[src/rtl/mem_port_arbiter_pkg.sv]
// Shared types and constants for the fetch/load-store RAM port arbiter.
//   arb_state_e : arbiter FSM states (idle / read outstanding)
//   arb_owner_e : which requester owns the outstanding read
//   BE_ALL      : full-word byte enable driven on reads
package mem_port_arbiter_pkg;

  typedef enum logic {ARB_IDLE = 1'b0, ARB_RD_WAIT = 1'b1} arb_state_e;
  typedef enum logic {OWN_FETCH = 1'b0, OWN_DATA = 1'b1} arb_owner_e;

  localparam logic [3:0] BE_ALL = 4'b1111;

  // READ_LATENCY is 1..7, MAX_DATA_STREAK is 1..15
  localparam int unsigned TIMER_W  = 3;
  localparam int unsigned STREAK_W = 4;

endpackage

[src/rtl/arb_lat_timer.sv]
// Loadable down-counter tracking the RAM read latency.
//   clk, rst_n : clock, async active-low reset
//   clk_en     : global advance enable; counter holds when low
//   load       : load load_val (takes priority over decrement)
//   load_val   : latency to count down from
//   done_c     : combinational, counter currently equals 1 (last wait cycle)
module arb_lat_timer
  import mem_port_arbiter_pkg::*;
#(
  parameter int unsigned CNT_W = TIMER_W
) (
  input  logic             clk,
  input  logic             rst_n,
  input  logic             clk_en,
  input  logic             load,
  input  logic [CNT_W-1:0] load_val,
  output logic             done_c
);

  logic [CNT_W-1:0] cnt_q;

  // Count down to zero, one step per enabled cycle
  always_ff @(posedge clk or negedge rst_n) begin
    if (!rst_n) begin
      cnt_q <= '0;
    end else if (clk_en) begin
      if (load) begin
        cnt_q <= load_val;
      end else if (cnt_q != '0) begin
        cnt_q <= cnt_q - CNT_W'(1);
      end
    end
  end

  assign done_c = (cnt_q == CNT_W'(1));

endmodule

[src/rtl/mem_port_arbiter.sv]
// Arbitrates one single-port synchronous RAM between instruction fetch and
// load/store. Data has priority, bounded by a streak limit while fetch waits.
// One read may be outstanding; its data is routed back to the owner.
//   clk, rst_n, clk_en                  : clock, async active-low reset, advance enable
//   i_fetch_req/addr, o_fetch_gnt       : fetch read request and same-cycle grant
//   o_fetch_rvalid/rdata                : fetch read return (rdata 0 unless rvalid)
//   i_data_req/we/be/addr/wdata, o_data_gnt : load/store request and grant
//   o_data_rvalid/rdata                 : load return (rdata 0 unless rvalid)
//   o_mem_en/we/be/addr/wdata, i_mem_rdata  : RAM port
module mem_port_arbiter
  import mem_port_arbiter_pkg::*;
#(
  parameter int unsigned ADDR_WIDTH      = 31,
  parameter int unsigned DATA_WIDTH      = 31,
  parameter int unsigned READ_LATENCY    = 1,
  parameter int unsigned MAX_DATA_STREAK = 4
) (
  input  logic                  clk,
  input  logic                  rst_n,
  input  logic                  clk_en,
  input  logic                  i_fetch_req,
  input  logic [ADDR_WIDTH:0]   i_fetch_addr,
  output logic                  o_fetch_gnt,
  output logic                  o_fetch_rvalid,
  output logic [DATA_WIDTH:0]   o_fetch_rdata,
  input  logic                  i_data_req,
  input  logic                  i_data_we,
  input  logic [3:0]            i_data_be,
  input  logic [ADDR_WIDTH:0]   i_data_addr,
  input  logic [DATA_WIDTH:0]   i_data_wdata,
  output logic                  o_data_gnt,
  output logic                  o_data_rvalid,
  output logic [DATA_WIDTH:0]   o_data_rdata,
  output logic                  o_mem_en,
  output logic                  o_mem_we,
  output logic [3:0]            o_mem_be,
  output logic [ADDR_WIDTH:0]   o_mem_addr,
  output logic [DATA_WIDTH:0]   o_mem_wdata,
  input  logic [DATA_WIDTH:0]   i_mem_rdata
);

  arb_state_e           state_q, state_d;
  arb_owner_e           owner_q;
  logic [STREAK_W-1:0]  streak_q;
  logic                 fetch_win, data_win;
  logic                 rd_start, rd_done, tmr_done_c;
  logic                 streak_full;

  assign streak_full = (streak_q == STREAK_W'(MAX_DATA_STREAK));

  // Same-cycle winner selection; fetch overrides data only after a full streak
  always_comb begin
    fetch_win = 1'b0;
    data_win  = 1'b0;
    if (state_q == ARB_IDLE && clk_en) begin
      if (i_data_req && !(i_fetch_req && streak_full)) begin
        data_win = 1'b1;
      end else if (i_fetch_req) begin
        fetch_win = 1'b1;
      end
    end
  end

  assign rd_start = fetch_win | (data_win & ~i_data_we);
  assign rd_done  = (state_q == ARB_RD_WAIT) & clk_en & tmr_done_c;

  // State register
  always_ff @(posedge clk or negedge rst_n) begin
    if (!rst_n) begin
      state_q <= ARB_IDLE;
    end else begin
      state_q <= state_d;
    end
  end

  // Next state
  always_comb begin
    state_d = state_q;
    case (state_q)
      ARB_IDLE:    if (rd_start) state_d = ARB_RD_WAIT;
      ARB_RD_WAIT: if (rd_done)  state_d = ARB_IDLE;
      default:     state_d = ARB_IDLE;
    endcase
  end

  // Owner of the outstanding read
  always_ff @(posedge clk or negedge rst_n) begin
    if (!rst_n) begin
      owner_q <= OWN_FETCH;
    end else if (fetch_win) begin
      owner_q <= OWN_FETCH;
    end else if (data_win && !i_data_we) begin
      owner_q <= OWN_DATA;
    end
  end

  // Consecutive data grants while fetch is waiting; saturating
  always_ff @(posedge clk or negedge rst_n) begin
    if (!rst_n) begin
      streak_q <= '0;
    end else if (clk_en) begin
      if (!i_fetch_req || fetch_win) begin
        streak_q <= '0;
      end else if (data_win && !streak_full) begin
        streak_q <= streak_q + STREAK_W'(1);
      end
    end
  end

  arb_lat_timer #(
    .CNT_W (TIMER_W)
  ) u_lat_timer (
    .clk      (clk),
    .rst_n    (rst_n),
    .clk_en   (clk_en),
    .load     (rd_start),
    .load_val (TIMER_W'(READ_LATENCY)),
    .done_c   (tmr_done_c)
  );

  // Outputs; all forced low while reset is asserted, regardless of requests
  always_comb begin
    o_fetch_gnt    = 1'b0;
    o_fetch_rvalid = 1'b0;
    o_fetch_rdata  = '0;
    o_data_gnt     = 1'b0;
    o_data_rvalid  = 1'b0;
    o_data_rdata   = '0;
    o_mem_en       = 1'b0;
    o_mem_we       = 1'b0;
    o_mem_be       = 4'b0000;
    o_mem_addr     = '0;
    o_mem_wdata    = '0;
    if (rst_n) begin
      o_fetch_gnt = fetch_win;
      o_data_gnt  = data_win;
      if (fetch_win) begin
        o_mem_en   = 1'b1;
        o_mem_be   = BE_ALL;
        o_mem_addr = i_fetch_addr;
      end else if (data_win) begin
        o_mem_en   = 1'b1;
        o_mem_we   = i_data_we;
        o_mem_addr = i_data_addr;
        if (i_data_we) begin
          o_mem_be    = i_data_be;
          o_mem_wdata = i_data_wdata;
        end else begin
          o_mem_be    = BE_ALL;
        end
      end
      if (rd_done) begin
        if (owner_q == OWN_FETCH) begin
          o_fetch_rvalid = 1'b1;
          o_fetch_rdata  = i_mem_rdata;
        end else begin
          o_data_rvalid  = 1'b1;
          o_data_rdata   = i_mem_rdata;
        end
      end
    end
  end

endmodule

[config.mk]
export PLATFORM = sky130hd
export DESIGN_NAME = mem_port_arbiter
export DESIGN_NICKNAME = d
export VERILOG_FILES = /design/src/rtl/mem_port_arbiter_pkg.sv /design/src/rtl/arb_lat_timer.sv /design/src/rtl/mem_port_arbiter.sv
export SDC_FILE = /design/constraint.sdc
export NUM_CORES = 1
export LEC_CHECK = 0
export CORE_AREA = 2 2 106 108
export CTS_BUF_LIST = sky130_fd_sc_hd__clkbuf_8
export CTS_CLUSTER_SIZE = 40
export DETAILED_ROUTE_END_ITERATION = 8
export DIE_AREA = 0 0 108 110
export DONT_BUFFER_PORTS = 1
export PLACE_DENSITY_LB_ADDON = 0.15
export SLEW_MARGIN = 5
export SYNTH_ARGS = -nofsm -noshare
export SYNTH_HDL_FRONTEND = slang
export SYNTH_SLANG_ARGS = --single-unit
export TNS_END_PERCENT = 100
[constraint.sdc]
create_clock -name clk -period 2.7 [get_ports clk]
set_clock_uncertainty 0.05 [all_clocks]
set_input_delay 0 -clock clk [delete_from_list [all_inputs] [get_ports clk]]
set_output_delay 0 -clock clk [all_outputs]
set_load 0.05 [all_outputs]
==> flow_metrics.env <==
export IMPL_synth_area_per_cell_um2=6.57
export IMPL_cpMostUsedCell="buf_4"
export IMPL_syn_to_final_growth_pct=55.5
export IMPL_wl_per_cell_um=18.6
export IMPL_drcViolationCount=0
export IMPL_ys_ff_latch=9
export IMPL_setup_tns_final_ns=0
export IMPL_slew_headroom=0.617
export IMPL_crit_arrival_ns=2.08
export IMPL_grt_max_degree=72
export IMPL_hpwlAfterDp_um=8270
export IMPL_grt_pass1_vias=2342
export IMPL_rsz0062_at_grt="no"
export IMPL_hold_viol=0
export IMPL_cts_tree="built"
export IMPL_ir_drop_v=0.000161
export IMPL_clk_pin_slew_worst_paths_ns=0.05
export IMPL_power_density_nw_per_um2=381
export IMPL_met3_usage=0.0370
export IMPL_fillers=1212
export IMPL_row_count=38
export IMPL_synth_most_common_cell="and2_1"
export IMPL_start_util=0.185
export IMPL_critPathRequiredTime_ns=2.65
export IMPL_grt_busiest_layer="met2"
export IMPL_cts_buffers=3
export IMPL_gp_congestion=0.777
export IMPL_final_nets=553
export IMPL_run_status="completed"
export IMPL_yosysSeqAreaShare=0.113
export IMPL_cp_cell_sequence="inv_1 -> ha_1 -> nand4b_1 -> and2_1 -> buf_4 -> o21ai_1 -> buf_4"
export IMPL_ant_nets=0
export IMPL_ys_async_sr_fraction=1.00
export IMPL_p_leak_nw=1.57
export IMPL_period_share=0.788
export IMPL_synth_top_cell_area_share=0.202
export IMPL_synthCells=302
export IMPL_cts_resized_gates=0
export IMPL_track_usage=0.149
export IMPL_clock_latency_ns=0.23
export IMPL_h_tree_depth=1
export IMPL_grt_pass1_wl_um=13400
export IMPL_overflow=0
export IMPL_synthFlopType="dfrtp_1"
export IMPL_drive_gt1_frac=0.357
export IMPL_max_cap_viol_count=0
export IMPL_yosysWarnings=0
export IMPL_synth_area_um2=1980
export IMPL_utilization=0.288
export IMPL_holdCritPathClass="primary input to register"
export IMPL_multi_input_area_um2=1530
export IMPL_synth_edff_count=0
export IMPL_fin_crit_ns=2.13
export IMPL_synth_area_leaders="and2_1 (20%), dfrtp_1 (11%), and3_1 (11%)"
export IMPL_io_buffers=0
export IMPL_crit_path_end_kind="primary output"
export IMPL_ctsHoldBuffers=4
export IMPL_crit_type="register to primary output"
export IMPL_clockRootBuffer="clkbuf_8"
export IMPL_dieArea_um2=11900
export IMPL_synth_nets=445
export IMPL_detail_route_vias_per_cell=4.93
export IMPL_use_met2=0.319
export IMPL_io_pins=276
export IMPL_ys_types=40
export IMPL_regArea_um2=225
export IMPL_max_freq_mhz=470
export IMPL_cts_sinks=9
export IMPL_vias=2705
export IMPL_drtPass1Iterations=4
export IMPL_grt_util_met1=0.141
export IMPL_cts_setup_buffers=0
export IMPL_die_h_um=110
export IMPL_cts_buffer_depth=2
export IMPL_slew_violations=0
export IMPL_synth_common_cells="and2_1 (64), and3_1 (35), nand3_1 (34), nand4_1 (33), o21ai_1 (29)"
export IMPL_setup_viol=0
export IMPL_design_core_area_um2=10700
export IMPL_grt_antenna_before_repair=0
export IMPL_die_x_um=108
export IMPL_slowest_stage="dfrtp_1"
export IMPL_synth_largest_area_cell="and2_1"
export IMPL_path_max_fanout=34
export IMPL_diodes=0
export IMPL_critPathLaunchType="register"
export IMPL_routed_wirelength_um=10200
export IMPL_tightestPinTransition_ns=0.574
export IMPL_cpPeakStageDelay_ns=0.41
export IMPL_drt_iter0_markers=141
[power by group]
part | total (mW) | internal [mW] | switching (mW)
Clock | 0.159 | 0.0996 | 0.0590
Combinational | 0.792 | 0.244 | 0.548
Sequential | 0.224 | 0.176 | 0.0484
Total | 1.17 | 0.519 | 0.656
[stage by stage]
| stage | hold slack (ns) | setup slack (ns) | power (mW) | instance area, um^2 | instances |
|---|---|---|---|---|---|
| after floorplan | -0.346 | 0.519 | 0.854 | 1980 | 302 |
| after global placement | -0.345 | 0.854 | 1.00 | 3000 | 541 |
| after detailed placement | -0.345 | 0.822 | 1.01 | 3000 | 541 |
| after CTS | 0.00659 | 0.560 | 1.18 | 3090 | 549 |
| after global routing | 0.0268 | 0.410 | 1.24 | 3090 | 549 |
| final | 0.0170 | 0.573 | 1.17 | 3090 | 549 |
[cells in the final DEF, fill, tap and decap left out, types with 2 or more instances in the layout]
cell type      instances
and2_1                65
inv_1                 11
nand2_1                3
nor2b_1                2
buf_4                137
dfrtp_1                9
dlygate4sd3_1          4
o21a_1                 4
nand4_1               33
clkbuf_8               3
nand3_1               34
and3_1                35
a22oi_1                2
a31oi_1                3
o21ai_1               32
o22ai_1                2
o21ai_0                2
nor3_4                 2
nand4b_1               2
nand2b_1               4
ha_1                   5
[cell type report]
cell class / instances / area share
Clock buffer: 3 / 0.0134
Clock inverter: 1 / 0.00122
Inverter: 10 / 0.0122
Multi-Input combinational cell: 245 / 0.497
Sequential cell: 9 / 0.0730
Tap cell: 140 / 0.0568
Timing Repair Buffer: 141 / 0.346
[registers in the layout (all words and copies together) (netlist names)]
signal	count
owner_q	1
u_lat_timer.cnt_q	3
state_q	1
streak_q	4
[per-layer routing]
layer | share of wire | wire length (um)
met5 | 0 | 0
met4 | 0.012 | 121
met3 | 0.11 | 1110
met2 | 0.57 | 5810
met1 | 0.31 | 3190
[critical path: cells and delay by family, from the launching register on]
family / cells / cell delay, ns
simple gates: 2 / 0.51
buf+inv: 3 / 0.53
compound gates: 1 / 0.21
flops: 1 / 0.41
fa+ha+maj: 1 / 0.16
[cells by family after synthesis]
group / Yosys count / share of synthesized area
AO/OA/AOI/OAI: 55 / 0.165
adder cells (fa/ha/maj): 5 / 0.0315
buffers and inverters: 48 / 0.114
flip-flops: 9 / 0.113
multiplexers: 1 / 0.00504
AND/OR/NAND/NOR: 184 / 0.571
[path summary, 6_finish.rpt]
kind	slack, ns	cells past startpoint	start	endpoint
max	0.57	7	streak_q[0]$_DFFE_PN0P_	o_mem_addr[31]
min	0.02	2	clk_en	state_q$_DFF_PN0_
max reg2reg	0.91	6	streak_q[0]$_DFFE_PN0P_	owner_q$_DFFE_PN0P_
min reg2reg	0.48	1	streak_q[2]$_DFFE_PN0P_	streak_q[2]$_DFFE_PN0P_
max in group asynchronous	2.18	1	rst_n	owner_q$_DFFE_PN0P_
min in group asynchronous	0.10	1	rst_n	streak_q[3]$_DFFE_PN0P_
Power figures use the tool's default switching activity.
